`src/rtl/uart_tx_fifo.sv`:
```
// Byte FIFO feeding a UART transmitter: buffers producer writes and issues one
// i_Tx_DV pulse per frame, pacing itself from the transmitter's Active/Done.
module uart_tx_fifo #(
   parameter int DEPTH  = 16,
   parameter int ADDR_W = 4
) (
   input  logic              i_Clock,
   input  logic              i_Rst_n,
   input  logic              i_Wr_DV,
   input  logic [7:0]        i_Wr_Byte,
   output logic              o_Full,
   output logic              o_Empty,
   output logic [ADDR_W:0]   o_Count,
   output logic              o_Overflow,
   input  logic              i_Clr_Overflow,
   output logic              o_Tx_DV,
   output logic [7:0]        o_Tx_Byte,
   input  logic              i_Tx_Active,
   input  logic              i_Tx_Done
);

   typedef enum logic [2:0] {
      IDLE      = 3'd0,
      ISSUE     = 3'd1,
      WAIT_ACT  = 3'd2,
      WAIT_DONE = 3'd3,
      GAP       = 3'd4
   } state_t;

   localparam logic [ADDR_W:0] FULL_COUNT = (ADDR_W+1)'(DEPTH);
   localparam logic [ADDR_W:0] ONE_COUNT  = (ADDR_W+1)'(1);

   state_t            state_reg, state_next;
   logic [7:0]        mem [DEPTH];
   logic [ADDR_W-1:0] wr_ptr_reg, rd_ptr_reg;
   logic [ADDR_W:0]   count_reg, count_next;
   logic              full_reg, empty_reg, overflow_reg;
   logic              tx_dv_reg;
   logic [7:0]        tx_byte_reg;
   logic              wr_en, pop;

   // Full is the registered flag, so a write while full is dropped even if a
   // pop frees a slot on the same edge.
   assign wr_en = i_Wr_DV && !full_reg;

   always_comb begin
      state_next = state_reg;
      pop        = 1'b0;
      case (state_reg)
         IDLE: begin
            if (!empty_reg && !i_Tx_Active) begin
               pop        = 1'b1;
               state_next = ISSUE;
            end
         end
         ISSUE:     state_next = WAIT_ACT;
         WAIT_ACT:  if (i_Tx_Active) state_next = WAIT_DONE;
         WAIT_DONE: if (i_Tx_Done)   state_next = GAP;
         GAP:       state_next = IDLE;
         default:   state_next = IDLE;
      endcase
   end

   always_comb begin
      count_next = count_reg;
      case ({wr_en, pop})
         2'b10:   count_next = count_reg + ONE_COUNT;
         2'b01:   count_next = count_reg - ONE_COUNT;
         default: count_next = count_reg;
      endcase
   end

   // Storage array without reset so it maps onto RAM; read is registered into
   // tx_byte_reg on the pop.
   always_ff @(posedge i_Clock) begin
      if (wr_en) begin
         mem[wr_ptr_reg] <= i_Wr_Byte;
      end
   end

   always_ff @(posedge i_Clock or negedge i_Rst_n) begin
      if (!i_Rst_n) begin
         state_reg    <= IDLE;
         wr_ptr_reg   <= '0;
         rd_ptr_reg   <= '0;
         count_reg    <= '0;
         full_reg     <= 1'b0;
         empty_reg    <= 1'b1;
         overflow_reg <= 1'b0;
         tx_dv_reg    <= 1'b0;
         tx_byte_reg  <= 8'h00;
      end else begin
         state_reg <= state_next;
         count_reg <= count_next;
         full_reg  <= (count_next == FULL_COUNT);
         empty_reg <= (count_next == '0);
         tx_dv_reg <= pop;
         if (wr_en) begin
            wr_ptr_reg <= wr_ptr_reg + 1'b1;
         end
         if (pop) begin
            rd_ptr_reg  <= rd_ptr_reg + 1'b1;
            tx_byte_reg <= mem[rd_ptr_reg];
         end
         if (i_Wr_DV && full_reg) begin
            overflow_reg <= 1'b1;
         end else if (i_Clr_Overflow) begin
            overflow_reg <= 1'b0;
         end
      end
   end

   assign o_Full     = full_reg;
   assign o_Empty    = empty_reg;
   assign o_Count    = count_reg;
   assign o_Overflow = overflow_reg;
   assign o_Tx_DV    = tx_dv_reg;
   assign o_Tx_Byte  = tx_byte_reg;

endmodule

```
`config.mk`:
```
export PLATFORM = sky130hd
export DESIGN_NAME = uart_tx_fifo
export DESIGN_NICKNAME = d
export VERILOG_FILES = /design/src/rtl/uart_tx_fifo.sv
export SDC_FILE = /design/constraint.sdc
export NUM_CORES = 1
export LEC_CHECK = 0
export BUFFER_PORTS_ARGS = -buffer_cell sky130_fd_sc_hd__buf_2
export CAP_MARGIN = 10
export CORE_MARGIN = 10
export CORE_UTILIZATION = 40
export CTS_CLUSTER_DIAMETER = 200
export DETAILED_ROUTE_END_ITERATION = 12
export PLACE_DENSITY = 0.66
export REMOVE_ABC_BUFFERS = 1
export SLEW_MARGIN = 20
export SYNTH_ARGS = -nofsm -noshare
export SYNTH_HDL_FRONTEND = slang
export SYNTH_SLANG_ARGS = --single-unit
```
`constraint.sdc`:
```
create_clock -name i_Clock -period 2.85 [get_ports i_Clock]
set_input_delay 0.1425 -clock i_Clock [delete_from_list [all_inputs] [get_ports i_Clock]]
set_output_delay 0.1425 -clock i_Clock [all_outputs]
set_load 0.02 [all_outputs]
```
; ---- After elaboration in Yosys (flattened, before gate mapping)
; Memories as Yosys holds them, arrays and structs flattened. A register that Yosys moved wholly into a read port is not among the register bits.
; Cells that the tools add are included.
[op_classes]
n_addsub = 4
n_eq_ne = 9
mux = 11
n_reduce_logical = 11
mul = 0
n_lt_le_gt_ge = 0
n_div = 0
n_bitwise = 0
shift = 0
[op_table]
columns = operator, count
row1 = 3-bit case mux with 4 select lines, 1
row2 = 5-bit case mux with 2 select lines, 1
row3 = 3-bit 2-to-1 mux, 3
row4 = 4-bit by 1-bit adder with 4-bit output (second input constant), 2
row5 = 3-bit by 2-bit == test with 1-bit output (second input constant), 2
row6 = 1-bit 2-to-1 mux, 6
row7 = 2-bit != test (second input constant), 3
row8 = 5-bit by 1-bit adder with 5-bit output (second input constant), 1
row9 = 5-bit == test (second input constant), 1
row10 = 5-bit logical NOT, 1
row11 = 5-bit by 1-bit subtractor with 5-bit output (second input constant), 1
row12 = 1-bit logical NOT, 4
row13 = 3-bit by 1-bit == test with 1-bit output (second input constant), 1
row14 = 1-bit logical AND, 3
row15 = 3-bit logical NOT, 1
row16 = 3-bit AND reduction, 1
row17 = 2-bit by 1-bit == test with 1-bit output (second input constant), 1
row18 = 2-bit == test (second input constant), 1
row19 = 2-bit nonzero test, 1
[totals]
wordCells = 44
mem_bits_ro = 0
ramBits = 128
latch_bits = 0
mem_count = 1
register_bits = 20
[memory_table]
columns = memory, words, width, read_ports, rd_clocked_by_memory_dff, write_ports, line
row1 = mem, 16, 8, 1, 1, 1, 34  ; logic [7:0] mem [DEPTH];

; ---- Logic depth before layout (Yosys ltp)
; Gate-level depths: netlist of the first run.
[logic_depth]
word_depth = 7
mapped_depth = 10

; ---- Worst setup path after synthesis of the first run
; OpenSTA, ideal clock, no wires.
[synth_timing]
kind = register -> register
start = register state_reg[0]
end = register full_reg (netlist: o_Full)
setup_time_ns = 0.068
path_slack_ns = -0.022
arrival_time_ns = 2.804
path_stages_with_launch = 11
n_path_buf = 1
synth_period_minus_slack_ns = 2.872
required_ns = 2.782
path_cell_list = dfrtp_1 -> or4_4 -> or3_1 -> buf_2 -> xnor2_1 -> ha_1 -> or3b_2 -> o41ai_1 -> a22oi_2 -> xnor2_1 -> and4bb_1
[synth_between]
elab_chain_len = 5
[synth_lines]
columns = element, line
row1 = from (decl), 33  ; state_t state_reg, state_next;
row2 = from (signal assigned), 93  ; state_reg <= state_next;
row3 = 3-bit logical NOT (*), 49  ; case (state_reg)
row4 = 1-bit 2-to-1 mux (*), 49
row5 = 2-bit by 1-bit == test with 1-bit output or 2-bit == test (tied branches), 66  ; case ({wr_en, pop})
row6 = 5-bit case mux with 2 select lines (*), 66
row7 = via count_next[4], 36  ; logic [ADDR_W:0] count_reg, count_next;
row8 = 5-bit == test (*), 95  ; full_reg <= (count_next == FULL_COUNT);
row9 = to (signal assigned), 95
row10 = to (decl), 37  ; logic full_reg, empty_reg, overflow_reg;
; Mark *: on every way through the listed nets, which the timed path passes. The rest lies on a longest branch.
; A chain may end at the register's enable or synchronous reset.

; ---- Worst setup path in the final report of the first run
[layout_timing]
start = register state_reg[0]
end = register empty_reg (netlist: o_Empty)
[layout_between]
elab_chain_len = 5
[layout_lines]
columns = element, line
row1 = 3-bit logical NOT (*), 49
row2 = 1-bit 2-to-1 mux (*), 49
row3 = 2-bit by 1-bit == test with 1-bit output or 2-bit == test (tied branches), 66
row4 = 5-bit case mux with 2 select lines (*), 66
row5 = via count_next[4], 36
row6 = 5-bit logical NOT (*), 96  ; empty_reg <= (count_next == '0);
row7 = to (signal assigned), 96
row8 = to (decl), 37
; Marked as above.

==> qor.txt, run 1 <==
Clk sink count: 156
Fin crit share: 96.8%
Rel. slew slack: 37.6%
Final core occ: 49.2%
Worst-path fanout max: 3
Routed vias/inst: 5.09
Final #Nets: 428
Final Max Tran Viols: 0
Netlist cell types: 39
Crit-path most repeated cell: xnor2_2
Vias in the first global route: 3363
Largest net degree at the start of global routing: 36
RSZ-0062 raised after global routing: no
WS Path Type: flop to flop
Final setup violation count: 0
Tot Pwr: 7.41 mW
Initial antenna violation count: 0
Area Overhead vs Synth: 19.8%
Sequential-to-total area share from yosys stat: 72.5%
I/O pin total: 31
ANT cells: 0
First-pass GRT wire length: 19.3 mm
Worst Setup End Kind: flop
Placed cell count: 592
Non-Filler Instances: 631
CP peak stage delay: 540 ps
# rows: 45
Final worst slack: 91.6 ps
Initial Util: 41.1%
Crit-path cells: or4_4, or3_4, xnor2_2, ha_2, buf_4, nand2b_1, o41ai_2, a22oi_2, xnor2_2, nor4b_2
Fmax: 363 MHz
Post-synth EDFFs: 128
Slowest stage cell, crit path: or4_4
DP Wirelength: 7.78 mm
Die Ht: 145 um
First-pass detailed-route iteration total: 5
Syn avg cell area: 18.4 um2
CP arrival: 3090 ps
Yosys top cell area share: 61.3%
Post-route ant nets: 0
Most frequent cell after synthesis: edfxtp_1
Synth area leaders: edfxtp_1 (61%), mux4_2 (11%), dfrtp_1 (11%), mux2i_1 (2.7%), ha_1 (1.4%)
Die X: 145 um
CP delay by family, top: simple AND/OR/NAND/NOR gates
Synth Cell Area: 6270 um2
Critical Path Start Type: flop
Top_reg_cell synth: edfxtp_1
Pleak: 2.70 nW
Final Skew: 5.62 ps
Port Buffer Count: 30
Pre-CTS setup slack: -69.3 ps
Required @ worst endpoint: 3180 ps
Warnings, synthesis: 0
TritonCTS Buffers: 17
Crit path time final: 2760 ps
Syn Inst Count: 341
Max reg flops: 128
Clock buffer depth: 2
Core outline area: 15300 um2
H-tree depth: 4
Die area: 21100 um2
Most frequent cells after synthesis: edfxtp_1 (128), mux4_2 (32), dfrtp_1 (27), mux2i_1 (17), nor2_1 (16)
Async SR Flop Fraction: 17.9%
Root buf cell: clkbuf_16
Post-route DRC: 0
Peak VDD IR: 0.000500 V
Status: finished clean
Wirelength per Cell: 19.3 um
Max-Cap Viols: 0
Grt total ovfl: 0
Reg with most FFs: mem
CTS tree: built
First DRT Iteration DRCs: 252
Yosys reg bits: 156
Power density over the cells: 986 nW/um2
Routability cong.: 0.766
Gr usage total: 12.0%
Fin. Hold Viols: 0
Min-delay worst type: primary input to flop
DRT Wirelength: 12.2 mm
Worst Tran Pin Value: 936 ps
Layout cell share with drive strength beyond 1: 32.6%
Via count: 3214
Synth area leader: edfxtp_1
Worst skew pair latency: 420 ps
Clock-pin slew of the registers on the worst-case setup and hold paths: 60 ps
WP buf/inv: 1
[timing repair]
item | in CTS | in global routing
setup endpoints to repair | 2 | 2
pin swaps | 1 | 3
hold endpoints to repair | 30 | 0
setup buffers | 0 | 3
resized for setup | 4 | 3
hold buffers | 4 | 0
[routing by layer]
layer  share of wire [%]  vias up  wire length (um)  global-route usage, %
met1                  44     1646              5380                   15.1
met5                   0        -                 0                      0
met2                  49       71              5990                   18.8
li1                    -     1481                 -                      -
met4                 1.5        0               186                   5.36
met3                 5.1       16               617                   3.45
[logic make-up (layout without fill, tap and decap cells)]
kind of cell,Yosys count,in the layout,share of synthesized area (%)
multiplexers,50,50,14.4
XOR/XNOR,10,10,1.40
adder cells (fa/ha/maj),7,7,1.40
flip-flops,156,156,72.5
buffers and inverters,27,106,1.70
AO/OA/AOI/OAI,35,35,3.91
AND/OR/NAND/NOR,56,56,4.67
[cell type report]
type	count	area, um2
sequential	156	4550
multi-input combinational	158	1650
inverter	8	30.0
clock buffer	17	425
clock inverter	15	139
tap	211	264
timing repair buffer	66	455
fill	1277	7750
[per-stage QoR]
stage | hold WS, ps | TNS [ps] | area [um2]
after floorplan | -153 | -6.46 | 6190
after global placement | 185 | 0 | 6850
after detailed placement | 204 | -94.2 | 6850
after CTS | 84.1 | 0 | 7480
after global routing | 87.7 | 0 | 7510
final | 95.8 | 0 | 7510
[where the power goes]
group,switching [mW],leakage (nW),total (mW),internal [mW]
combinational,1.07,0.932,2.15,1.08
sequential,0.300,1.50,3.13,2.83
clock,0.914,0.267,2.13,1.21
total,2.28,2.70,7.41,5.12
[worst paths after layout]
kind	from	end	slack [ps]	cells after the start
min in group asynchronous	i_Rst_n	wr_ptr_reg[0]	280	2
max in group asynchronous	i_Rst_n	rd_ptr_reg[0]	2110	2
max reg2reg	state_reg[0]	o_Empty	90	10
max	state_reg[0]	o_Empty	90	10
min	i_Wr_Byte[7]	mem[6][7]	100	1
min reg2reg	o_Tx_Byte[0]	o_Tx_Byte[0]	470	1
[layout by cell type (no fill, tap or decap), drive strengths merged, types with 7 or more instances in the layout]
cell	netlist	final
inv	8	13
mux4	32	32
dfrtp	27	27
xnor2	9	9
a21o	10	10
buf	6	62
edfxtp	128	128
ha	7	7
o22ai	8	8
nor2	16	16
nand2	14	14
nor3	7	7
mux2i	17	17
clkbuf	13	17
Power figures use the tool's default switching activity.
==> inputs of run 2 (changes only) <==
- CORE_ASPECT_RATIO: not set -> 1.25
==> qor.txt, run 2 (synthesized netlist as in run 1, its figures left out) <==
Status: finished clean (unchanged)
Via count: 3245 (was 3214)
I/O pin total: 31 (unchanged)
Sw Share: 31.2% (was 30.9%)
RR Endpoint: o_Full (was o_Empty)
Worst skew pair latency: 410 ps (was 420 ps)
Worst Tran Pin Value: 632 ps (was 936 ps)
Worst Setup End Kind: flop (unchanged)
Clk sink count: 156 (unchanged)
Min-delay worst type: primary input to flop (unchanged)
Grt total ovfl: 0 (unchanged)
CP arrival: 2980 ps (was 3090 ps)
Hold Path Depth: 1 (unchanged)
Worst r2r src: state_reg[1] (was state_reg[0])
Root buf cell: clkbuf_16 (unchanged)
Die Ht: 160 um (was 145 um)
Gr usage total: 11.9% (was 12.0%)
P_sw: 2.27 mW (was 2.28 mW)
First-pass detailed-route iteration total: 4 (was 5)
Max reg flops: 128 (unchanged)
TritonCTS Buffers: 17 (unchanged)
Die X: 132 um (was 145 um)
Most common cell after layout, fill and taps aside: edfxtp_1 (unchanged)
Hold wc startpoint: i_Wr_Byte[7] (unchanged)
Tot Pwr: 7.28 mW (was 7.41 mW)
ANT cells: 0 (unchanged)
Routed vias/inst: 5.16 (was 5.09)
Initial antenna violation count: 0 (unchanged)
RSZ-0062 raised after global routing: no (unchanged)
WS Path Type: flop to flop (unchanged)
Final setup violation count: 0 (unchanged)
Required @ worst endpoint: 3150 ps (was 3180 ps)
First DRT Iteration DRCs: 344 (was 252)
Hold EP: mem[6][7] (unchanged)
DP Wirelength: 7.61 mm (was 7.78 mm)
Fmax: 374 MHz (was 363 MHz)
Pleak: 2.68 nW (was 2.70 nW)
Layout cell share with drive strength beyond 1: 32.6% (about the same)
Wirelength per Cell: 19.0 um (was 19.3 um)
CTS tree: built (unchanged)
Flop pwr share: 41.9% (was 42.3%)
Final Skew: 5.24 ps (was 5.62 ps)
Post-route ant nets: 0 (unchanged)
Die area: 21100 um2 (about the same)
Leading cell types in the layout, fill and taps excluded: edfxtp_1 (128), mux4_2 (32), buf_2 (30), buf_4 (28), dfrtp_1 (26) (was edfxtp_1 (128), mux4_2 (32), buf_2 (30), buf_4 (30), dfrtp_1 (26))
Critical Path Start Type: flop (unchanged)
Power share of the combinational group: 29.5% (was 29.0%)
Clock-pin slew of the registers on the worst-case setup and hold paths: 60 ps (about the same)
Pre-CTS setup slack: -48.2 ps (was -69.3 ps)
Vias in the first global route: 3445 (was 3363)
Rel. slew slack: 57.8% (was 37.6%)
Fin. Hold Viols: 0 (unchanged)
First-pass GRT wire length: 19.7 mm (was 19.3 mm)
Routability cong.: 0.781 (was 0.766)
Initial Util: 40.4% (was 41.1%)
Worst-path fanout max: 4 (was 3)
Reg with most FFs: mem (unchanged)
P_int: 5.00 mW (was 5.12 mW)
Clock power share: 28.6% (was 28.7%)
Power density over the cells: 974 nW/um2 (was 986 nW/um2)
Final worst slack: 173 ps (was 91.6 ps)
Crit path time final: 2680 ps (was 2760 ps)
Final #Nets: 425 (was 428)
Largest net degree at the start of global routing: 36 (unchanged)
FF-to-FF path depth: 9 (was 10)
Post-route DRC: 0 (unchanged)
Port Buffer Count: 30 (unchanged)
Reg-to-reg setup timing slack: 170 ps (was 90 ps)
Max-Cap Viols: 0 (unchanged)
Clock buffer depth: 2 (unchanged)
Area Overhead vs Synth: 19.1% (was 19.8%)
Fin crit share: 93.9% (was 96.8%)
Core outline area: 15500 um2 (was 15300 um2)
H-tree depth: 4 (unchanged)
# rows: 51 (was 45)
DRT Wirelength: 11.9 mm (was 12.2 mm)
Hold Slack: 112 ps (was 95.8 ps)
Peak VDD IR: 0.000472 V (was 0.000500 V)
Final Max Tran Viols: 0 (unchanged)
-- run 2: critical path: stages (launching register included) --
cell and delay, ps:
dfrtp_1 370, or4_4 520, or3_4 360, xnor2_2 140
ha_2 210, a21oi_1 190, nor4_1 70, nor3_1 190
xor2_1 260, and4bb_1 240
-- run 2: how the worst max path moves through the flow --
stage                      start      end  slack, ps  cells past startpoint
floorplan           state_reg[0]   o_Full         -6                      9
global placement    state_reg[0]   o_Full         60                      9
detailed placement  state_reg[0]   o_Full        -50                      9
CTS                 state_reg[0]  o_Empty        0.2                      9
global route        state_reg[1]   o_Full          8                     10
finish              state_reg[1]   o_Full        170                      9
-- run 2: layout make-up --
cell class | instances | area [um2]
Clock inverter | 15 | 129
Multi-Input combinational cell | 158 | 1650
Inverter | 8 | 30.0
Sequential cell | 156 | 4550
Fill cell | 1276 | 8040
Clock buffer | 17 | 425
Tap cell | 212 | 265
Timing Repair Buffer | 63 | 420
-- run 2: per-stage QoR --
stage                     cells  utilization [%]  setup TNS (ps)  area, um2
after floorplan             322                -           -6.46       6190
after global placement      590             44.0               0       6820
after detailed placement    590             44.0           -48.2       6820
after CTS                   626             47.8               0       7420
after global routing        629             48.2               0       7470
final                       629             48.2               0       7470
-- run 2: what timing repair did --
action                                  4_1_cts  5_1_grt
gates resized for setup                       1        6
endpoints found under the hold margin        30        0
setup buffers                                 0        3
endpoints found under the setup margin        1        2
hold buffers                                  4        0
pin swaps                                     0        4
-- run 2: routing by layer --
metal	vias up	GRT usage, %	part of all wire (%)
li1	1475	-	-
met1	1699	14.6	42
met2	60	19.9	52
met3	11	2.82	3.9
met4	0	4.81	1.8
met5	-	0	0
-- run 2: power groups by stage --
stage          registers [mW]  clock network (mW)  logic [mW]
2_1_floorplan            3.35                   0        1.16
3_3_place_gp             3.07                   0        2.07
3_5_place_dp             3.09                   0        2.12
4_1_cts                  3.05                2.14        2.13
5_1_grt                  3.09                2.26        2.37
6_report                 3.05                2.08        2.14
